--- config.mk ---
export PLATFORM = sky130hd
export DESIGN_NAME = stack
export DESIGN_NICKNAME = d
export VERILOG_FILES = /design/src/rtl/stack_pkg.sv /design/src/rtl/stack_mem.sv /design/src/rtl/stack.sv
export SDC_FILE = /design/constraint.sdc
export NUM_CORES = 1
export LEC_CHECK = 0
export BUFFER_PORTS_ARGS = -buffer_cell sky130_fd_sc_hd__buf_2
export CORE_MARGIN = 2
export CORE_UTILIZATION = 40
export CTS_CLUSTER_SIZE = 30
export DETAILED_ROUTE_END_ITERATION = 7
export RECOVER_POWER = 100
export SLEW_MARGIN = 20
export SYNTH_ARGS = -nofsm -noshare
export SYNTH_HDL_FRONTEND = slang
export SYNTH_SLANG_ARGS = --single-unit
--- constraint.sdc ---
create_clock -name clk -period 2.12 [get_ports clk]
set_input_delay 0.212 -clock clk [delete_from_list [all_inputs] [get_ports clk]]
set_output_delay 0.212 -clock clk [all_outputs]
set_load 0.02 [all_outputs]
--- src/rtl/stack_pkg.sv ---
// stack_pkg: shared constants and typedefs for the stack storage block.
//   STACK_DEPTH : default address width (stack holds 2**STACK_DEPTH entries)
//   STACK_WIDTH : default data width of each entry
//   addr_t      : address type at the default depth
//   data_t      : data type at the default width
package stack_pkg;

  localparam int STACK_DEPTH = 4;
  localparam int STACK_WIDTH = 16;

  typedef logic [STACK_DEPTH-1:0] addr_t;
  typedef logic [STACK_WIDTH-1:0] data_t;

endpackage

--- src/rtl/stack_mem.sv ---
// stack_mem: flip-flop register array with asynchronous clear, synchronous
// write and asynchronous read. Flops rather than RAM so that every entry can
// be cleared by reset and the read path needs no clock.
// Ports:
//   clk    : clock, writes happen on its rising edge
//   resetq : asynchronous active-low reset, clears every entry
//   ra     : read address
//   rd     : read data, entry[ra], combinational
//   we     : write enable
//   wa     : write address
//   wd     : write data
module stack_mem
  import stack_pkg::*;
#(
  parameter int DEPTH = STACK_DEPTH,
  parameter int WIDTH = STACK_WIDTH
) (
  input  logic             clk,
  input  logic             resetq,
  input  logic [DEPTH-1:0] ra,
  output logic [WIDTH-1:0] rd,
  input  logic             we,
  input  logic [DEPTH-1:0] wa,
  input  logic [WIDTH-1:0] wd
);

  localparam int ENTRIES = 2 ** DEPTH;

  logic [WIDTH-1:0] mem [ENTRIES];

  always_ff @(posedge clk or negedge resetq) begin
    if (!resetq) begin
      for (int i = 0; i < ENTRIES; i++) begin
        mem[i] <= '0;
      end
    end else if (we) begin
      mem[wa] <= wd;
    end
  end

  assign rd = mem[ra];

endmodule

--- src/rtl/stack.sv ---
// stack: caller-addressed stack storage (the caller owns the stack pointer;
// addresses wrap modulo 2**DEPTH with no overflow/underflow detection).
// Configuration macro:
//   STACK_BYPASS_EN : when defined, a write to the address being read is
//                     forwarded to rd in the same cycle (write-through).
//                     Forwarding is disabled while resetq is low.
// Ports:
//   clk    : clock
//   resetq : asynchronous active-low reset, clears every entry, rd reads 0
//   ra     : read address
//   rd     : read data
//   we     : write enable
//   wa     : write address
//   wd     : write data
module stack
  import stack_pkg::*;
#(
  parameter int DEPTH = STACK_DEPTH,
  parameter int WIDTH = STACK_WIDTH
) (
  input  logic             clk,
  input  logic             resetq,
  input  logic [DEPTH-1:0] ra,
  output logic [WIDTH-1:0] rd,
  input  logic             we,
  input  logic [DEPTH-1:0] wa,
  input  logic [WIDTH-1:0] wd
);

  logic [WIDTH-1:0] mem_rd;

  stack_mem #(
    .DEPTH(DEPTH),
    .WIDTH(WIDTH)
  ) u_mem (
    .clk   (clk),
    .resetq(resetq),
    .ra    (ra),
    .rd    (mem_rd),
    .we    (we),
    .wa    (wa),
    .wd    (wd)
  );

`ifdef STACK_BYPASS_EN
  // Gate with resetq so a pending write cannot leak through while in reset.
  logic bypass;
  assign bypass = resetq && we && (wa == ra);
  assign rd     = bypass ? wd : mem_rd;
`else
  assign rd = mem_rd;
`endif

endmodule

==> results.toml, run 1 <==
[min_path]
hold_depth = 3
hp-class = "in2reg"

[clock_network]
numCtsBuffers = 27
h-tree-depth = 1
cts-root-buf = "clkbuf_16"
cts_buffer_depth = 3
clkLatencyLatePin_ns = 0.53
cts.sinks = 256
cts_tree = "done"
path_clk_slew_ns = 0.06

[die]
die_area_sq_um = 30000
num_rows = 61
ios = 43
die_height_microns = 173
coreArea_sq_um = 28000
die_x_microns = 173
start_util_pct = 40.9

[power_and_ir_drop]
peakVddDrop_mv = 0.540
power_density_nw_per_um2 = 1030
leakagePower_uw = 0.00561

[global_routing]
track_usage_pct = 18.9
antenna_found_initial = 2
grt_first_pass_wirelength_mm = 43.7
globalRouteOverflowTotal = 0
grt_max_degree = 64
grt_pass1_vias = 7146

[logic_synthesis]
ys_seq_area_share_pct = 55.9
ys_warn_count = 0
syn_inst = 709
async_reset_ff_share_pct = 100
syn-num-nets = 736
synth-seq-cells = 256
synth_area_leader_cell = "dfrtp_1"
ys.flop_type = "dfrtp_1"
syn_area_sq_um = 11500
synthTopCellsByArea = "dfrtp_1 (56%), mux2_2 (25%), mux4_2 (13%), a22oi_1 (2.1%), buf_2 (1.1%)"
synth_edf_count = 0
yosysTopAreaCellShare_pct = 55.9
synth.distinct_cells = 17
avgSynthCellArea_sq_um = 16.2

[routing]
wl_per_cell_microns = 23.8
wl_mm = 27.6
drt_drc_violations_left = 0
ant_nets = 0
viasPerCell = 5.52
vias = 6398
drtPass1Iterations = 4
drtIter0Drc = 340

[flow_run]
cap_violations = 1

[sta]
clock_skew_ns = 0
slew_headroom_pct = -11.6
setup_viol = 0
worst_pin_slew_ns = 1.67
rsz0062_at_grt = "yes"
hold_ws_ns = 0.146
hold_viol = 0
setup_slack_ns = 0.0245
period_needed_ns = 2.10
period_share_pct = 98.8
drv_slew = 60
clock.fmax_mhz = 477

[outcome]
status = "finished with violations"
violations = "capacitance limit, slew limit"

[critical_path]
endpoint_kind = "output port"
reg2regPathDepth = 1
worst-setup-path-type = "reg2out"
path_max_fanout = 2
crit_required_ns = 1.91
cp_cell_sequence = "mux4_2 > a22oi_1 > nand2_1 > buf_6"
cp_slowest_stage_delay_ns = 0.47
worst_ep_arrival_time_ns = 1.88
cp_slowest_cell = "mux4_2"
startpoint_type = "flop"

[place]
dp_slack_ns = 0.0661
post-dp-hpwl_mm = 17.3
globalplace.congestion = 0.768
portBuffers = 42

[layout]
drive_gt1_share_pct = 56.3
final_nets = 795
largestRegisters = "u_mem.mem x256"
fin_util_pct = 46.9
final_cell_mix = "mux2_2 (256), dfrtp_1 (256), mux4_2 (64)"
area_growth_pct = 14.5
largest_reg_flops = 256
antenna_cells = 0
regMostFlops = "u_mem.mem"
[synthesized netlist by cell type (2+ instances only)]
cell type,instances
nand3b_2,2
buf_2,26
nor2_1,2
nand3b_1,2
dfrtp_1,256
nand2b_1,5
nor2_2,9
mux4_2,64
buf_4,2
mux2_2,256
a22oi_1,32
clkbuf_1,29
nor2b_1,3
nand2_1,18
[per-stage QoR]
step | area [sq um] | power (uW) | cells | TNS, ns
after detailed placement | 12400 | 9170 | 1116 | 0
after CTS | 13300 | 13700 | 1160 | -0.00679
after global placement | 12400 | 9000 | 1116 | 0
final | 13100 | 13500 | 1160 | 0
after global routing | 13100 | 14200 | 1160 | -0.0660
after floorplan | 11500 | 8350 | 709 | 0
[critical path, delay by kind of cell (launching register included)]
family          cells  cell delay (ns)
buf+inv             1             0.17
mux                 1             0.47
flops               1             0.38
simple gates        1             0.15
compound gates      1             0.19
[layer usage]
metal / global-route usage (%) / share of wire, %
met5: 0 / 0.094
met4: 4.87 / 2.3
met3: 2.68 / 4.0
met2: 33.1 / 51
met1: 24.8 / 43
[timing repair]
action,in CTS,in global routing
endpoints found under the hold margin,58,0
endpoints found under the setup margin,5,11
buffers inserted,0,0
pin swaps,6,4
resized for setup,10,8
hold buffers,1,0
[path summary, 6_finish.rpt]
path	start	to	slack, ns
worst max-delay path	u_mem.mem[196]	rd[4]	0.02
worst min-delay path	wa[3]	u_mem.mem[113]	0.15
worst max register to register	u_mem.mem[103]	u_mem.mem[103]	1.34
worst min register to register	u_mem.mem[6]	u_mem.mem[6]	0.50
max in group asynchronous	resetq	u_mem.mem[63]	0.38
min in group asynchronous	resetq	u_mem.mem[210]	0.65
[kinds of logic after synthesis]
kind of cell | synth area share, %
buffers and inverters | 2.21
multiplexers | 37.7
AO/OA/AOI/OAI | 2.09
flip-flops | 55.9
AND/OR/NAND/NOR | 2.12
[area by class of cell]
| cell class | instances | area [sq um] |
|---|---|---|
| sequential | 256 | 6410 |
| multi-input combinational | 396 | 4840 |
| clock buffer | 39 | 801 |
| fill | 2379 | 14900 |
| clock inverter | 4 | 20.0 |
| tap | 378 | 473 |
| timing repair buffer | 87 | 597 |
[power by group]
group | internal (uW) | switching (uW) | leakage (uW)
Clock | 2580 | 1830 | 0.000411
Combinational | 1550 | 983 | 0.00206
Sequential | 6020 | 555 | 0.00314
Note: power is estimated with default switching activity, not from simulation.
==> run 2, diff against run 1 <==
Clock period 2.12 ns to 2.4 ns, I/O delays scaled along.
==> run 2 against run 1 <==
The run still ends with capacitance limit, slew limit left. Clock power shrank 4%. Setup slack better by 0.17 ns. Clock skew stayed put. Hold slack improved by 0.033 ns. Final cell count did not move. Sequential power down 12%. Critical path type is now in2reg. Total power decreased by 9.6%.
==> results.toml, run 2 (synthesized netlist as in run 1, its figures left out) <==
[outcome]
status = "finished with violations"
violations = "capacitance limit, slew limit"

[clock_network]
path_clk_slew_ns = 0.06
cts.sinks = 256
post_cts_buffers = 0
numCtsBuffers = 27
cts_tree = "done"
clkLatencyLatePin_ns = 0.52
post_cts_resize_count = 0
h-tree-depth = 1
hold_buffers = 1
cts-root-buf = "clkbuf_16"
cts_buffer_depth = 3

[sta]
worst_pin_slew_ns = 1.69
clock_skew_ns = 0
period_needed_ns = 2.20
setup_viol = 0
finalSetupTns_ns = 0
period_share_pct = 91.7
drv_slew = 94
rsz0062_at_grt = "no"
hold_viol = 0
slew_headroom_pct = -12.7
clock.fmax_mhz = 454

[global_routing]
track_usage_pct = 19.5
grt_pass1_vias = 7414
antenna_found_initial = 1
grt_first_pass_wirelength_mm = 45.2
globalRouteOverflowTotal = 0
grt_max_degree = 66

[power_and_ir_drop]
peakVddDrop_mv = 0.457
total_power_uw = 12200
leakagePower_uw = 0.00553
power_density_nw_per_um2 = 936

[min_path]
hp-class = "in2reg"

[die]
coreArea_sq_um = 28000
ios = 43
die_area_sq_um = 30000
die_height_microns = 173
num_rows = 61
start_util_pct = 40.9
die_x_microns = 173

[critical_path]
reg2regPathDepth = 1
endpoint_kind = "flop"
startpoint_type = "input pin"
cpMostUsedCell = "clkbuf_1"
cp_cell_sequence = "clkbuf_1 > nand3_1 > nor2_1 > clkbuf_1 > mux2_2"
rrSetupSlack_ns = 1.58
crit_required_ns = 2.80
cp_slowest_cell = "clkbuf_1"
rr_startpoint = "u_mem.mem[103]"
crit_path_start = "wa[1]"
endpoint = "u_mem.mem[15]"
path_max_fanout = 14
worst_ep_arrival_time_ns = 2.60
worst-setup-path-type = "in2reg"
cp_slowest_stage_delay_ns = 1.19
rr_endpoint = "u_mem.mem[103]"

[layout]
final_common_cell = "dfrtp_1"
largest_reg_flops = 256
final_nets = 791
antenna_cells = 0
final_cell_mix = "dfrtp_1 (256), mux2_2 (255), mux4_2 (64)"
regMostFlops = "u_mem.mem"
area_growth_pct = 13.9
largestRegisters = "u_mem.mem x256"
final_cells = 1160
drive_gt1_share_pct = 51.9

[place]
placedCellCount = 1112
post-dp-hpwl_mm = 17.8
portBuffers = 42
globalplace.congestion = 0.746

[routing]
vias = 6505
viasPerCell = 5.61
wl_per_cell_microns = 24.1
drtIter0Drc = 383
drt_drc_violations_left = 0
ant_nets = 0
drtPass1Iterations = 4
wl_mm = 28.0

[flow_run]
cap_violations = 3
==> run 2: cell types whose count changed in the layout (fill, tap and decap cells not counted), sizes merged <==
cell    before  now
buf         56   38
bufinv       0    3
clkbuf      69   84
==> run 2: metal layers <==
layer | up-vias | part of all wire (%) | wire length (microns) | track usage, %
met5 | - | 0.054 | 15 | 0
met4 | 2 | 2.4 | 665 | 5.93
met3 | 50 | 3.7 | 1030 | 2.65
met1 | 3560 | 42 | 11700 | 24.6
met2 | 136 | 52 | 14600 | 34.9
li1 | 2757 | - | - | -
==> run 2: worst min path at each step <==
stage          startpoint              to  cells after the start
2_1_floorplan      resetq    u_mem.mem[0]                      0
3_3_place_gp       resetq   u_mem.mem[18]                      1
3_5_place_dp       resetq   u_mem.mem[18]                      1
4_1_cts            wd[10]  u_mem.mem[186]                      2
5_1_grt            wd[10]   u_mem.mem[26]                      2
6_report            wd[9]  u_mem.mem[217]                      2
==> run 2: final cells by class <==
class	count	area, sq um
clock buffer	40	795
tap	378	473
sequential	256	6410
timing repair buffer	83	484
clock inverter	7	110
multi-input combinational	396	4790
fill	2447	15000
==> run 2: power by group <==
| part | internal, uW | total (uW) | switching (uW) |
|---|---|---|---|
| sequential | 5320 | 5820 | 494 |
| combinational | 1310 | 2170 | 860 |
| clock | 2590 | 4240 | 1650 |
| total | 9220 | 12200 | 3000 |
==> run 2: stage by stage <==
stage	area [sq um]	setup slack [ns]	util [%]	hold WS [ns]
3_3_place_gp	12300	0.277	44.0	0.210
3_5_place_dp	12300	0.312	44.0	0.227
6_report	13100	0.199	46.6	0.179
4_1_cts	13200	0.188	47.3	0.165
5_1_grt	13100	0.0984	46.6	0.187
2_1_floorplan	11500	0.542	-	-0.0556
==> run 2: critical path: cells and delay by family <==
family | cells | cell delay (ns)
buffers and inverters | 2 | 1.35
multiplexers | 1 | 0.45
AND/OR/NAND/NOR | 2 | 0.56
